## config.mk

```make
export PLATFORM = sky130hd
export DESIGN_NAME = coh_ctrl_rr
export DESIGN_NICKNAME = d
export VERILOG_FILES = /design/src/rtl/coh_ctrl_rr.sv
export SDC_FILE = /design/constraint.sdc
export NUM_CORES = 1
export LEC_CHECK = 0
export ABC_AREA = 1
export BUFFER_PORTS_ARGS = -buffer_cell sky130_fd_sc_hd__buf_2
export CAP_MARGIN = 20
export CORE_AREA = 5 5 191 193
export DETAILED_ROUTE_END_ITERATION = 16
export DIE_AREA = 0 0 196 198
export PLACE_DENSITY = 0.42
export SLEW_MARGIN = 40
export SYNTH_ARGS = -nofsm -noshare
export SYNTH_HDL_FRONTEND = slang
export SYNTH_SLANG_ARGS = --single-unit
```

## constraint.sdc

```tcl
create_clock -name CLK -period 2.5 [get_ports CLK]
set_input_delay 0.5 -clock CLK [delete_from_list [all_inputs] [get_ports CLK]]
set_output_delay 0.5 -clock CLK [all_outputs]
set_load 0.01 [all_outputs]
```

## src/rtl/coh_ctrl_rr.sv

```systemverilog
// N-CPU coherence controller and RAM arbiter: round-robin BusRd/BusRdX serialisation, writebacks and ifetches.
// Optional statistics counters are enabled with `define COH_STATS_EN.
module coh_ctrl_rr #(
    parameter int CPUS      = 2,
    parameter int SNOOP_LAT = 1
) (
    input  logic                   CLK,
    input  logic                   nRST,
    input  logic [CPUS-1:0]        iREN,
    input  logic [CPUS-1:0][31:0]  iaddr,
    input  logic [CPUS-1:0]        dREN,
    input  logic [CPUS-1:0]        dWEN,
    input  logic [CPUS-1:0][31:0]  daddr,
    input  logic [CPUS-1:0][31:0]  dstore,
    input  logic [CPUS-1:0]        cctrans,
    input  logic [CPUS-1:0]        ccwrite,
    input  logic [31:0]            ramload,
    input  logic [1:0]             ramstate,
    output logic [CPUS-1:0]        iwait,
    output logic [CPUS-1:0][31:0]  iload,
    output logic [CPUS-1:0]        dwait,
    output logic [CPUS-1:0][31:0]  dload,
    output logic [CPUS-1:0]        ccwait,
    output logic [CPUS-1:0]        ccinv,
    output logic [CPUS-1:0][31:0]  ccsnoopaddr,
    output logic                   ramREN,
    output logic                   ramWEN,
    output logic [31:0]            ramaddr,
    output logic [31:0]            ramstore
`ifdef COH_STATS_EN
    ,
    output logic [31:0]            stat_snoops,
    output logic [31:0]            stat_c2c,
    output logic [31:0]            stat_ramrd
`endif
);
    // state    | meaning
    // IDLE     | arbitrate coherence > writeback > ifetch
    // SNOOP    | snoopers frozen, waiting SNOOP_LAT cycles for ccwrite
    // C2C      | dirty snooper supplies the line, RAM updated in parallel
    // RAM_XFER | requester served from / to RAM
    typedef enum logic [1:0] {IDLE, SNOOP, C2C, RAM_XFER} state_t;

    localparam int IW = (CPUS > 1) ? $clog2(CPUS) : 1;
    localparam int CW = (SNOOP_LAT > 1) ? $clog2(SNOOP_LAT + 1) : 1;
    localparam logic [1:0] ACCESS = 2'b10;

    state_t          state, state_n;
    logic [IW-1:0]   req, req_n, sup, sup_n;
    logic [IW-1:0]   coh_ptr, coh_ptr_n, wb_ptr, wb_ptr_n, if_ptr, if_ptr_n;
    logic [IW-1:0]   coh_g, wb_g, if_g, sup_sel;
    logic [CW-1:0]   snoop_cnt, snoop_cnt_n;
    logic            has_sup;

    // First requester strictly after the pointer; descending scan lets the nearest one win.
    function automatic logic [IW-1:0] rr(input logic [CPUS-1:0] r, input logic [IW-1:0] p);
        logic [IW-1:0] g;
        g = p;
        for (int i = CPUS; i >= 1; i--) begin
            if (r[(int'(p) + i) % CPUS]) g = IW'((int'(p) + i) % CPUS);
        end
        return g;
    endfunction

    assign coh_g = rr(cctrans, coh_ptr);
    assign wb_g  = rr(dWEN, wb_ptr);
    assign if_g  = rr(iREN, if_ptr);

    always_ff @(posedge CLK) begin
        if (!nRST) begin
            state     <= IDLE;
            req       <= '0;
            sup       <= '0;
            coh_ptr   <= IW'(CPUS - 1);
            wb_ptr    <= IW'(CPUS - 1);
            if_ptr    <= IW'(CPUS - 1);
            snoop_cnt <= '0;
        end else begin
            state     <= state_n;
            req       <= req_n;
            sup       <= sup_n;
            coh_ptr   <= coh_ptr_n;
            wb_ptr    <= wb_ptr_n;
            if_ptr    <= if_ptr_n;
            snoop_cnt <= snoop_cnt_n;
        end
    end

    always_comb begin
        iwait       = '1;
        dwait       = '1;
        iload       = '0;
        dload       = '0;
        ccwait      = '0;
        ccinv       = '0;
        ccsnoopaddr = '0;
        ramREN      = 1'b0;
        ramWEN      = 1'b0;
        ramaddr     = '0;
        ramstore    = '0;
        state_n     = state;
        req_n       = req;
        sup_n       = sup;
        coh_ptr_n   = coh_ptr;
        wb_ptr_n    = wb_ptr;
        if_ptr_n    = if_ptr;
        snoop_cnt_n = snoop_cnt;
        has_sup     = 1'b0;
        sup_sel     = '0;

        if (state != IDLE) begin
            for (int k = 0; k < CPUS; k++) begin
                if (k != int'(req)) begin
                    ccsnoopaddr[k] = daddr[req];
                    ccwait[k]      = 1'b1;
                    ccinv[k]       = ccwrite[req];
                end
            end
        end

        case (state)
            IDLE: begin
                if (|cctrans) begin
                    req_n         = coh_g;
                    coh_ptr_n     = coh_g;
                    ccwait        = '1;
                    ccwait[coh_g] = 1'b0;
                    snoop_cnt_n   = '0;
                    state_n       = SNOOP;
                end else if (|dWEN) begin
                    ramWEN       = 1'b1;
                    ramaddr      = daddr[wb_g];
                    ramstore     = dstore[wb_g];
                    dwait[wb_g]  = (ramstate != ACCESS);
                    if (ramstate == ACCESS) wb_ptr_n = wb_g;
                end else if (|iREN) begin
                    ramREN  = 1'b1;
                    ramaddr = iaddr[if_g];
                    if (ramstate == ACCESS) begin
                        iwait[if_g] = 1'b0;
                        iload[if_g] = ramload;
                        if_ptr_n    = if_g;
                    end
                end
            end
            SNOOP: begin
                snoop_cnt_n = snoop_cnt + CW'(1);
                if (!cctrans[req]) begin
                    state_n = IDLE;
                end else if (snoop_cnt == CW'(SNOOP_LAT - 1)) begin
                    for (int k = CPUS - 1; k >= 0; k--) begin
                        if (k != int'(req) && ccwrite[k]) begin
                            has_sup = 1'b1;
                            sup_sel = IW'(k);
                        end
                    end
                    if (has_sup) begin
                        sup_n   = sup_sel;
                        state_n = C2C;
                    end else begin
                        state_n = RAM_XFER;
                    end
                end
            end
            C2C: begin
                dload[req] = dstore[sup];
                ramWEN     = 1'b1;
                ramaddr    = daddr[req];
                ramstore   = dstore[sup];
                dwait[req] = (ramstate != ACCESS);
                dwait[sup] = (ramstate != ACCESS);
                if (!cctrans[req]) state_n = IDLE;
            end
            RAM_XFER: begin
                ramREN     = dREN[req];
                ramWEN     = dWEN[req];
                ramaddr    = daddr[req];
                ramstore   = dstore[req];
                dload[req] = ramload;
                dwait[req] = (ramstate != ACCESS);
                if (!cctrans[req]) state_n = IDLE;
            end
            default: state_n = IDLE;
        endcase

        if (ramWEN) ramREN = 1'b0;
    end

`ifdef COH_STATS_EN
    always_ff @(posedge CLK) begin
        if (!nRST) begin
            stat_snoops <= '0;
            stat_c2c    <= '0;
            stat_ramrd  <= '0;
        end else begin
            if (state == IDLE && state_n == SNOOP)      stat_snoops <= stat_snoops + 32'd1;
            if (state == SNOOP && state_n == C2C)       stat_c2c    <= stat_c2c + 32'd1;
            if (state == SNOOP && state_n == RAM_XFER)  stat_ramrd  <= stat_ramrd + 32'd1;
        end
    end
`endif

endmodule

```

==> results.py, run 1 <==
metrics = {
    "status": {
        "outcome": "complete, no violations",
    },
    "global_routing": {
        "grt_pass1_vias": 9867,
        "gr-total-overflow": 0,
        "grt_use_total_pct": 19.0,
        "grt_max_degree": 52,
        "antenna_found_initial": 7,
        "grt_pass1_wl_mm": 59.3,
    },
    "power_and_ir_drop": {
        "swShare_pct": 60.3,
        "cellPowerDensity_mw_per_mm2": 575,
        "max-vdd-ir-drop_uv": 368,
        "power.share.clock_pct": 5.0,
        "p_int_uw": 2210,
        "switchingPower_uw": 3360,
        "total_power_uw": 5570,
        "power.share.sequential_pct": 3.6,
        "power_leakage_uw": 0.00590,
        "combinationalPowerShare_pct": 91.4,
    },
    "floorplanning": {
        "dieWidth_um": 196,
        "initial_core_util_pct": 17.3,
        "core_mm2": 0.0344,
        "io_pins": 504,
        "die_h_um": 198,
        "dieArea_mm2": 0.0388,
        "rows": 68,
    },
    "detailed_routing": {
        "first_iter_violations": 435,
        "via_per_inst": 4.45,
        "via_count": 10100,
        "wl_per_cell_um": 18.0,
        "ant_nets": 0,
        "wl_mm": 40.9,
        "remaining_drc_errors": 0,
        "dr.pass1.iters": 5,
    },
    "sta": {
        "tightest_slew_ns": 0.507,
        "hold_viol": 0,
        "final.setup_skew_ns": 0.00111,
        "layout_min_cycle_time_ns": 2.42,
        "fmax_mhz": 412,
        "grt_setup_unrepaired": "true",
        "finalWorstSetupSlack_ns": 0.0757,
        "relSlewSlack_pct": 65.9,
        "drv_slew": 0,
        "whs_ns": 0.535,
        "final-setup-viol-count": 0,
        "fin_crit_sh_pct": 97.0,
        "setup-tns-final_ns": 0,
    },
    "place": {
        "preCtsSetupSlack_ns": -0.00513,
        "place_congestion": 0.900,
        "hpwl_mm": 32.5,
        "dpl-instance-area_mm2": 0.00932,
        "port-buffer-count": 503,
    },
    "clock_tree": {
        "cts_sinks": 8,
        "clk_path_buf_depth": 2,
        "cts.htree.levels": 1,
        "clk_pin_slew_ns": 0.04,
        "worstSkewPairLatency_ns": 0.24,
        "root_buffer": "clkbuf_16",
        "numCtsBuffers": 3,
        "tritoncts": "done",
        "ctsHoldBuffers": 0,
    },
    "layout": {
        "fillers": 4078,
        "area_growth_pct": 63.3,
        "stdcell_area_mm2": 0.00969,
        "drive_gt1_share_pct": 35.6,
        "fin_nets": 2053,
    },
    "critical_path": {
        "crit_arrival_ns": 1.92,
        "worstSetupPathType": "reg2out",
        "cp-end-kind": "output pin",
        "cp_max_fo": 24,
        "cp.required_ns": 2.00,
        "startpoint_type": "flip-flop",
    },
    "yosys": {
        "netlist.area_leader.share_pct": 19.4,
        "synth_cells": 1324,
        "ys_ff_latch": 8,
        "synth_warnings": 0,
        "avgSynthCellArea_um2": 4.48,
        "syn_nets": 1567,
        "synth_area_leaders": "nand2_1, nor2_1, inv_1",
        "synth.distinct_cells": 27,
        "synth_area_mm2": 0.00593,
        "ys_seq_area_share_pct": 2.70,
        "synth.largest_area_cell": "nand2_1",
    },
    "job": {
        "cap_violations": 0,
    },
    "hold_path": {
        "hp-class": "reg2reg",
    },
}
## layout make-up
| class | count | area [um^2] | area share, % |
|---|---|---|---|
| Multi-Input combinational cell | 971 | 4490 | 46.3 |
| Timing Repair Buffer | 571 | 3430 | 35.4 |
| Inverter | 255 | 957 | 9.88 |
| Tap cell | 455 | 569 | 5.88 |
| Sequential cell | 8 | 164 | 1.69 |
| Clock buffer | 3 | 75.1 | 0.775 |
| Antenna cell | 3 | 7.51 | 0.0775 |
## flip-flops by register name (all words and copies together), names as in the netlist
register	count
sup	1
coh_ptr	1
state	2
req	1
snoop_cnt	1
wb_ptr	1
if_ptr	1
## cell usage after synthesis
cell type	instances
o22ai_1	1
o211ai_1	34
a31o_1	1
nand3_1	97
buf_6	4
nand3_4	1
buf_4	4
inv_1	249
a22oi_1	3
nor2_1	258
nor2_2	31
a31oi_1	2
clkbuf_1	32
o21ai_1	29
or2_0	1
o21ai_0	123
nand2_2	2
a21oi_1	69
ha_1	5
nor3_1	3
nand2_1	306
o2111ai_1	2
dfxtp_1	8
buf_1	1
nor2_4	3
inv_2	6
buf_2	49
## power by group through the flow
stage	Sequential, uW	Combinational [uW]	Clock (uW)
after CTS	193	5010	281
after global placement	192	4930	0
final	198	5090	279
after detailed placement	193	4930	0
after floorplan	180	2540	0
after global routing	201	5610	285
## cell usage in the layout (no fill, tap or decap), types with 3 or more instances in the layout
cell       Yosys  routed
buf_12         0      22
nand2_2        2       5
o21ai_1       29      33
nand2_1      306     300
diode_2        0       3
a21oi_1       69      61
nor3_1         3       3
inv_2          6       9
a22oi_1        3       3
nor2_4         3       5
buf_4          4      41
a21oi_2        0       8
buf_2         49     502
nand3_1       97      97
o21ai_0      123     119
dfxtp_2        0       3
o211ai_1      34      34
nand2_4        0       3
nor2_1       258     256
inv_1        249     246
nor2_2        31      31
ha_4           0       3
clkbuf_16      0       6
dfxtp_1        8       5
## what timing repair did
item | CTS | global route
cloned | 2 | 3
pin swaps | 1 | 3
buffers inserted | 5 | 2
endpoints found under the setup margin | 25 | 57
gates resized for setup | 7 | 23
## worst max-delay path: stages, from the launching register on
cell     delay [ns]
dfxtp_1        0.32
buf_4          0.15
ha_4           0.19
buf_12         0.16
buf_12         0.15
o21ai_0        0.43
nor2_1         0.12
buf_2          0.17
## worst paths after layout
kind | to | cells past startpoint | slack, ns | start
worst min-delay path | coh_ptr | 2 | 0.53 | coh_ptr
worst max-delay path | dload[2] | 7 | 0.08 | state[0]
worst max register to register | state[1] | 9 | 0.70 | state[0]
worst min register to register | coh_ptr | 2 | 0.53 | coh_ptr
## per-stage QoR
step                      instances  utilization (%)
after floorplan                1324                -
after global placement         2248             27.1
after detailed placement       2248             27.1
after CTS                      2258             27.7
after global routing           2265             28.2
final                          2266             28.2
## metal layers
metal	wire length [um]	part of all wire (%)	track usage (%)
met4	631	1.5	3.28
met2	21000	51	36.7
met3	2980	7.3	3.64
met1	16200	40	22.0
met5	28	0.068	0
## cells by family (layout without fill, tap and decap cells)
| family | count (synthesis) | after routing | synth area share [%] |
|---|---|---|---|
| AND/OR/NAND/NOR | 702 | 702 | 48.6 |
| adder cells (fa/ha/maj) | 5 | 5 | 1.05 |
| other | 0 | 3 | 0 |
| buffers and inverters | 345 | 829 | 23.6 |
| AO/OA/AOI/OAI | 264 | 264 | 24.1 |
| flip-flops | 8 | 8 | 2.70 |
(Power assumes the default switching activity.)
==> run 2, diff against run 1 <==
ABC_AREA = 0   (was 1)
CORE_AREA = 5 5 193 195   (was 5 5 191 193)
DIE_AREA = 0 0 198 200   (was 0 0 196 198)
PLACE_DENSITY = 0.38   (was 0.42)
==> run 2 against run 1 <==
The run now ends with setup timing left. First-iteration DRC count down 40%. Total power down 63%. Setup slack worse by 0.39 ns. Largest power group unchanged.
==> results.py, run 2 <==
metrics = {
    "critical_path": {
        "ff2ff_path_depth": 10,
        "crit_arrival_ns": 2.31,
        "startpoint_type": "flip-flop",
        "rr_endpoint": "if_ptr",
        "cp_max_fo": 8,
        "reg2reg_from": "state[1]",
        "regToRegSetupSlack_ns": 0.56,
        "worstSetupPathType": "reg2out",
        "cp-end-kind": "output pin",
        "cp.required_ns": 2.00,
    },
    "yosys": {
        "synthMuxAreaShare_pct": 23.3,
        "yosys.area_share.simple_pct": 39.0,
        "synth_common_cells": "and2_1, nor2_1, mux2i_1",
        "synth.largest_area_cell": "and2_1",
        "ys_seq_area_share_pct": 3.51,
        "netlist.area_leader.share_pct": 18.1,
        "synth_edf_count": 0,
        "postSynth.asyncResetShare_pct": 0,
        "synth-compound-area-share_pct": 25.8,
        "synth_area_mm2": 0.00457,
        "syn_nets": 903,
        "synth_top_family_by_area": "simple AND/OR/NAND/NOR gates",
        "synth_area_leaders": "and2_1, mux2i_1, mux2_2",
        "ys_ff_latch": 8,
        "avgSynthCellArea_um2": 6.92,
        "synthXorXnorAreaFrac_pct": 0,
        "synth_most_common_cell": "and2_1",
        "synth_warnings": 0,
        "synth_cells": 660,
        "ys.flop_type": "dfxtp_1",
        "synth.distinct_cells": 52,
        "yosys.area_share.adder_pct": 1.37,
    },
    "global_routing": {
        "grt_pass1_wl_mm": 52.0,
        "antenna_found_initial": 11,
        "grt_max_degree": 72,
        "gr-total-overflow": 0,
        "grt_pass1_vias": 7725,
        "grt_use_total_pct": 17.6,
    },
    "hold_path": {
        "hold_end": "wb_ptr",
        "holdPathStages": 2,
        "hp-start": "nRST",
        "hp-class": "in2reg",
    },
    "sta": {
        "grt_setup_unrepaired": "true",
        "hold_viol": 0,
        "setup-tns-final_ns": -22.19,
        "drv_slew": 0,
        "final-setup-viol-count": 127,
        "tightest_slew_ns": 0.587,
        "fin_crit_sh_pct": 112,
        "finalWorstSetupSlack_ns": -0.310,
        "relSlewSlack_pct": 60.8,
        "layout_min_cycle_time_ns": 2.81,
        "fmax_mhz": 356,
        "final.setup_skew_ns": 0.000515,
    },
    "place": {
        "dpl-instance-area_mm2": 0.00828,
        "preCtsSetupSlack_ns": -0.200,
        "port-buffer-count": 503,
        "hpwl_mm": 30.1,
        "dpl.cell_count": 1623,
        "place_congestion": 0.847,
    },
    "floorplanning": {
        "io_pins": 504,
        "core_mm2": 0.0352,
        "die_h_um": 200,
        "initial_core_util_pct": 13.0,
        "dieWidth_um": 198,
        "rows": 69,
        "dieArea_mm2": 0.0396,
    },
    "job": {
        "cap_violations": 0,
    },
    "power_and_ir_drop": {
        "power_leakage_uw": 0.00508,
        "max-vdd-ir-drop_uv": 147,
        "cellPowerDensity_mw_per_mm2": 210,
    },
    "status": {
        "failed_checks": "setup timing",
        "outcome": "finished, violations left",
    },
    "layout": {
        "stdcell_count": 1666,
        "fin_nets": 1446,
        "drive_gt1_share_pct": 64.7,
        "stdcell_area_mm2": 0.00994,
        "area_growth_pct": 118,
        "largest_reg_flops": 2,
        "final_cell_mix": "buf_2, nor2_1, and2_1, mux2i_1, buf_6",
        "fin_util_pct": 28.2,
        "final_common_cell": "buf_2",
        "largest_register": "state",
    },
    "detailed_routing": {
        "first_iter_violations": 259,
        "wl_mm": 39.4,
        "wl_per_cell_um": 23.6,
        "remaining_drc_errors": 0,
        "via_per_inst": 4.46,
        "ant_nets": 0,
        "via_count": 7434,
        "dr.pass1.iters": 4,
    },
    "clock_tree": {
        "clk_path_buf_depth": 2,
        "numCtsBuffers": 3,
        "cts.htree.levels": 1,
        "root_buffer": "clkbuf_16",
        "ctsHoldBuffers": 0,
        "tritoncts": "done",
        "cts_sinks": 8,
        "worstSkewPairLatency_ns": 0.23,
        "clk_pin_slew_ns": 0.04,
    },
}
## run 2: cell types whose count changed after synthesis, moves of 38 or more
cell and change:
buf_2 -38, nand2_1 -268, nor2_1 -154, mux2i_1 +67, a21oi_1 -66, o21ai_0 -109, inv_1 -243, nand3_1 -92
and2_1 +132
## run 2: worst max path at each step
stage,start,end,slack (ns),cells after the start
2_1_floorplan,state[0],ramaddr[14],0.01,9
3_3_place_gp,dWEN[1],ramaddr[8],-0.20,9
3_5_place_dp,dWEN[1],ramaddr[8],-0.20,9
4_1_cts,state[0],ramaddr[12],-0.34,8
5_1_grt,state[1],ramaddr[12],-0.38,10
6_report,state[1],ramaddr[12],-0.31,10
## run 2: cells by family after synthesis
family                     Yosys count
adders and majority gates            5
AOI/OAI and AO/OA                  141
and+or+nand+nor                    333
DFF                                  8
buffers and inverters               71
muxes                              102
## run 2: critical path, stage by stage (launching register included)
cell	delay (ns)
dfxtp_2	0.32
inv_2	0.08
ha_4	0.13
or3b_4	0.41
buf_6	0.15
o32ai_4	0.30
buf_6	0.19
buf_12	0.14
nand2_2	0.05
o211ai_1	0.10
buf_2	0.19
## run 2: final cells by class
type                    count  area (um^2)
well taps                 461          577
diodes                      4         10.0
flip-flops and latches      8          164
clock buffers               3         75.1
fillers                  3887        25300
inverters                   7         33.8
multi-input cells         581         4910
repair buffers            602         4170
## run 2: stage by stage
step	total power, uW	hold slack [ns]
after CTS	2010	0.514
after global placement	1580	0.506
final	2090	0.513
after detailed placement	1590	0.513
after global routing	2230	0.523
after floorplan	812	0.484
## run 2: where the power goes
group          leakage, uW  switching (uW)  internal, uW
sequential       0.0000667            11.4           139
combinational      0.00498             888           772
clock            0.0000370            67.9           207
total              0.00508             967          1120
## run 2: repair_timing
action,4_1_cts,5_1_grt
cloned,10,7
pin swaps,49,69
endpoints found under the setup margin,133,192
gates resized for setup,117,100
buffers inserted,20,7
## run 2: metal layers
| metal | share of wire [%] | track usage [%] | wire length, um | vias up |
|---|---|---|---|---|
| li1 | - | - | - | 3467 |
| met1 | 34 | 18.4 | 13600 | 3520 |
| met2 | 55 | 35.2 | 21600 | 381 |
| met3 | 7.8 | 3.69 | 3060 | 54 |
| met4 | 2.7 | 5.18 | 1080 | 12 |
| met5 | 0.19 | 0 | 76 | - |
==> run 3, diff against run 2 <==
clock period = 3.15 ns   (was 2.5 ns; I/O delays follow)
==> run 3 against run 2 <==
First-iteration DRC count is 19% lower. Final area fell by 19%. Die area is the same. Routed wire length decreased by 9.8%. Sequential power is 17% lower. Global-route usage shrank 1.5 points. Utilization decreased by 5.3 points. The flow now finishes without violations. Worst hold slack improved by 0.014 ns. Largest cell class unchanged. Register-to-register slack improved by 0.42 ns. Clock-buffer cell count is the same. Critical path type unchanged.
==> results.py, run 3 (synthesis gave the netlist of run 2 again) <==
metrics = {
    "layout": {
        "fillers": 4011,
        "stdcell_area_mm2": 0.00809,
        "drive_gt1_share_pct": 54.6,
        "final_common_cell": "buf_2",
        "largest_reg_flops": 2,
        "largest_register": "state",
        "seqCellArea_um2": 161,
        "final_cell_mix": "buf_2, and2_1, nor2_1, mux2i_1, nand2_1",
        "area_growth_pct": 77.2,
        "stdcell_count": 1613,
        "multi_input_area_mm2": 0.00421,
        "fin_nets": 1396,
    },
    "critical_path": {
        "cpLargestDelayFamily": "buffers and inverters",
        "crit_buf_inv": 6,
        "crit_arrival_ns": 2.37,
        "crit_path_top_delay_cell": "a221oi_1",
        "cp_common_cell": "buf_4",
        "worstSetupPathType": "reg2out",
        "cp.required_ns": 2.52,
        "cp-end-kind": "output pin",
        "startpoint_type": "flip-flop",
        "cp_max_fo": 14,
        "worstPathCellList": "buf_4 -> ha_1 -> buf_4 -> buf_4 -> inv_2 -> o32ai_4 -> buf_12 -> a221oi_1 -> nor2_1 -> buf_2",
        "critPathMaxStageDelay_ns": 0.43,
    },
    "status": {
        "outcome": "complete, no violations",
    },
    "sta": {
        "drv_slew": 0,
        "relSlewSlack_pct": 52.6,
        "fin_crit_sh_pct": 95.3,
        "setup-tns-final_ns": 0,
        "final.setup_skew_ns": 0.00283,
        "final-setup-viol-count": 0,
        "tightest_slew_ns": 0.712,
        "layout_min_cycle_time_ns": 3.00,
        "grt_setup_unrepaired": "false",
        "finalWorstSetupSlack_ns": 0.147,
        "fmax_mhz": 333,
        "hold_viol": 0,
    },
    "power_and_ir_drop": {
        "power_leakage_uw": 0.00452,
        "total_power_uw": 1420,
        "max-vdd-ir-drop_uv": 214,
        "cellPowerDensity_mw_per_mm2": 175,
    },
    "floorplanning": {
        "dieWidth_um": 198,
        "initial_core_util_pct": 13.0,
        "dieArea_mm2": 0.0396,
        "core_mm2": 0.0352,
        "rows": 69,
        "io_pins": 504,
        "die_h_um": 200,
    },
    "hold_path": {
        "hp-class": "reg2reg",
    },
    "place": {
        "preCtsSetupSlack_ns": -0.0606,
        "dpl.cell_count": 1603,
        "dpl-instance-area_mm2": 0.00791,
        "port-buffer-count": 503,
        "place_congestion": 0.853,
        "hpwl_mm": 29.6,
    },
    "clock_tree": {
        "worstSkewPairLatency_ns": 0.23,
        "root_buffer": "clkbuf_16",
        "cts.htree.levels": 1,
        "clk_path_buf_depth": 2,
        "clk_pin_slew_ns": 0.04,
        "cts_sinks": 8,
        "tritoncts": "done",
        "ctsHoldBuffers": 0,
        "numCtsBuffers": 3,
    },
    "detailed_routing": {
        "wl_per_cell_um": 22.0,
        "first_iter_violations": 210,
        "via_count": 7052,
        "via_per_inst": 4.37,
        "wl_mm": 35.5,
        "ant_nets": 0,
        "dr.pass1.iters": 5,
        "remaining_drc_errors": 0,
    },
    "global_routing": {
        "antenna_found_initial": 4,
        "gr-total-overflow": 0,
        "grt_use_total_pct": 16.1,
        "grt_max_degree": 67,
        "grt_pass1_vias": 7243,
        "grt_pass1_wl_mm": 47.9,
    },
    "job": {
        "cap_violations": 0,
    },
}
## run 3: stage by stage
stage / hold WS (ns) / util (%)
floorplan: 0.484 / -
detailed placement: 0.517 / 22.5
CTS: 0.523 / 22.7
global placement: 0.514 / 22.5
global route: 0.540 / 23.0
finish: 0.527 / 23.0
## run 3: worst reg2reg max path: stages (launching register included)
cell and delay (ns):
dfxtp_1 0.32, buf_4 0.13, ha_4 0.26, buf_4 0.61, nor4b_1 0.42, mux2i_1 0.26, nor2_1 0.06
## run 3: report_power, final
| group | total (uW) | switching [uW] | internal (uW) |
|---|---|---|---|
| Combinational | 1070 | 601 | 473 |
| Sequential | 125 | 15.2 | 110 |
| Clock | 216 | 52.2 | 164 |
## run 3: area by class of cell
cell class | instances | share of cell area [%]
multi-input cells | 582 | 52.1
repair buffers | 551 | 37.5
well taps | 461 | 7.13
flip-flops and latches | 8 | 1.99
clock buffers | 3 | 0.928
inverters | 7 | 0.325
diodes | 1 | 0.0309
## run 3: repair_timing
action                     in CTS  in global routing
resized for setup               3                  4
gates cloned                    1                  2
pin swaps                       1                  2
buffers inserted                0                  3
setup endpoints to repair       4                 89
## run 3: final timing paths
check | startpoint | endpoint | slack [ns] | cells after the start
min | coh_ptr | coh_ptr | 0.53 | 2
max reg2reg | state[0] | sup | 0.98 | 6
min reg2reg | coh_ptr | coh_ptr | 0.53 | 2
max | state[0] | ramstore[25] | 0.15 | 10
## run 3: routing by layer
metal  global-route usage (%)  up-vias  share of wire (%)
met5                        0        -               0.19
met4                     5.23        8                3.3
met3                     3.16       40                7.7
met2                     31.4      356                 52
met1                     17.4     3287                 36
li1                         -     3361                  -
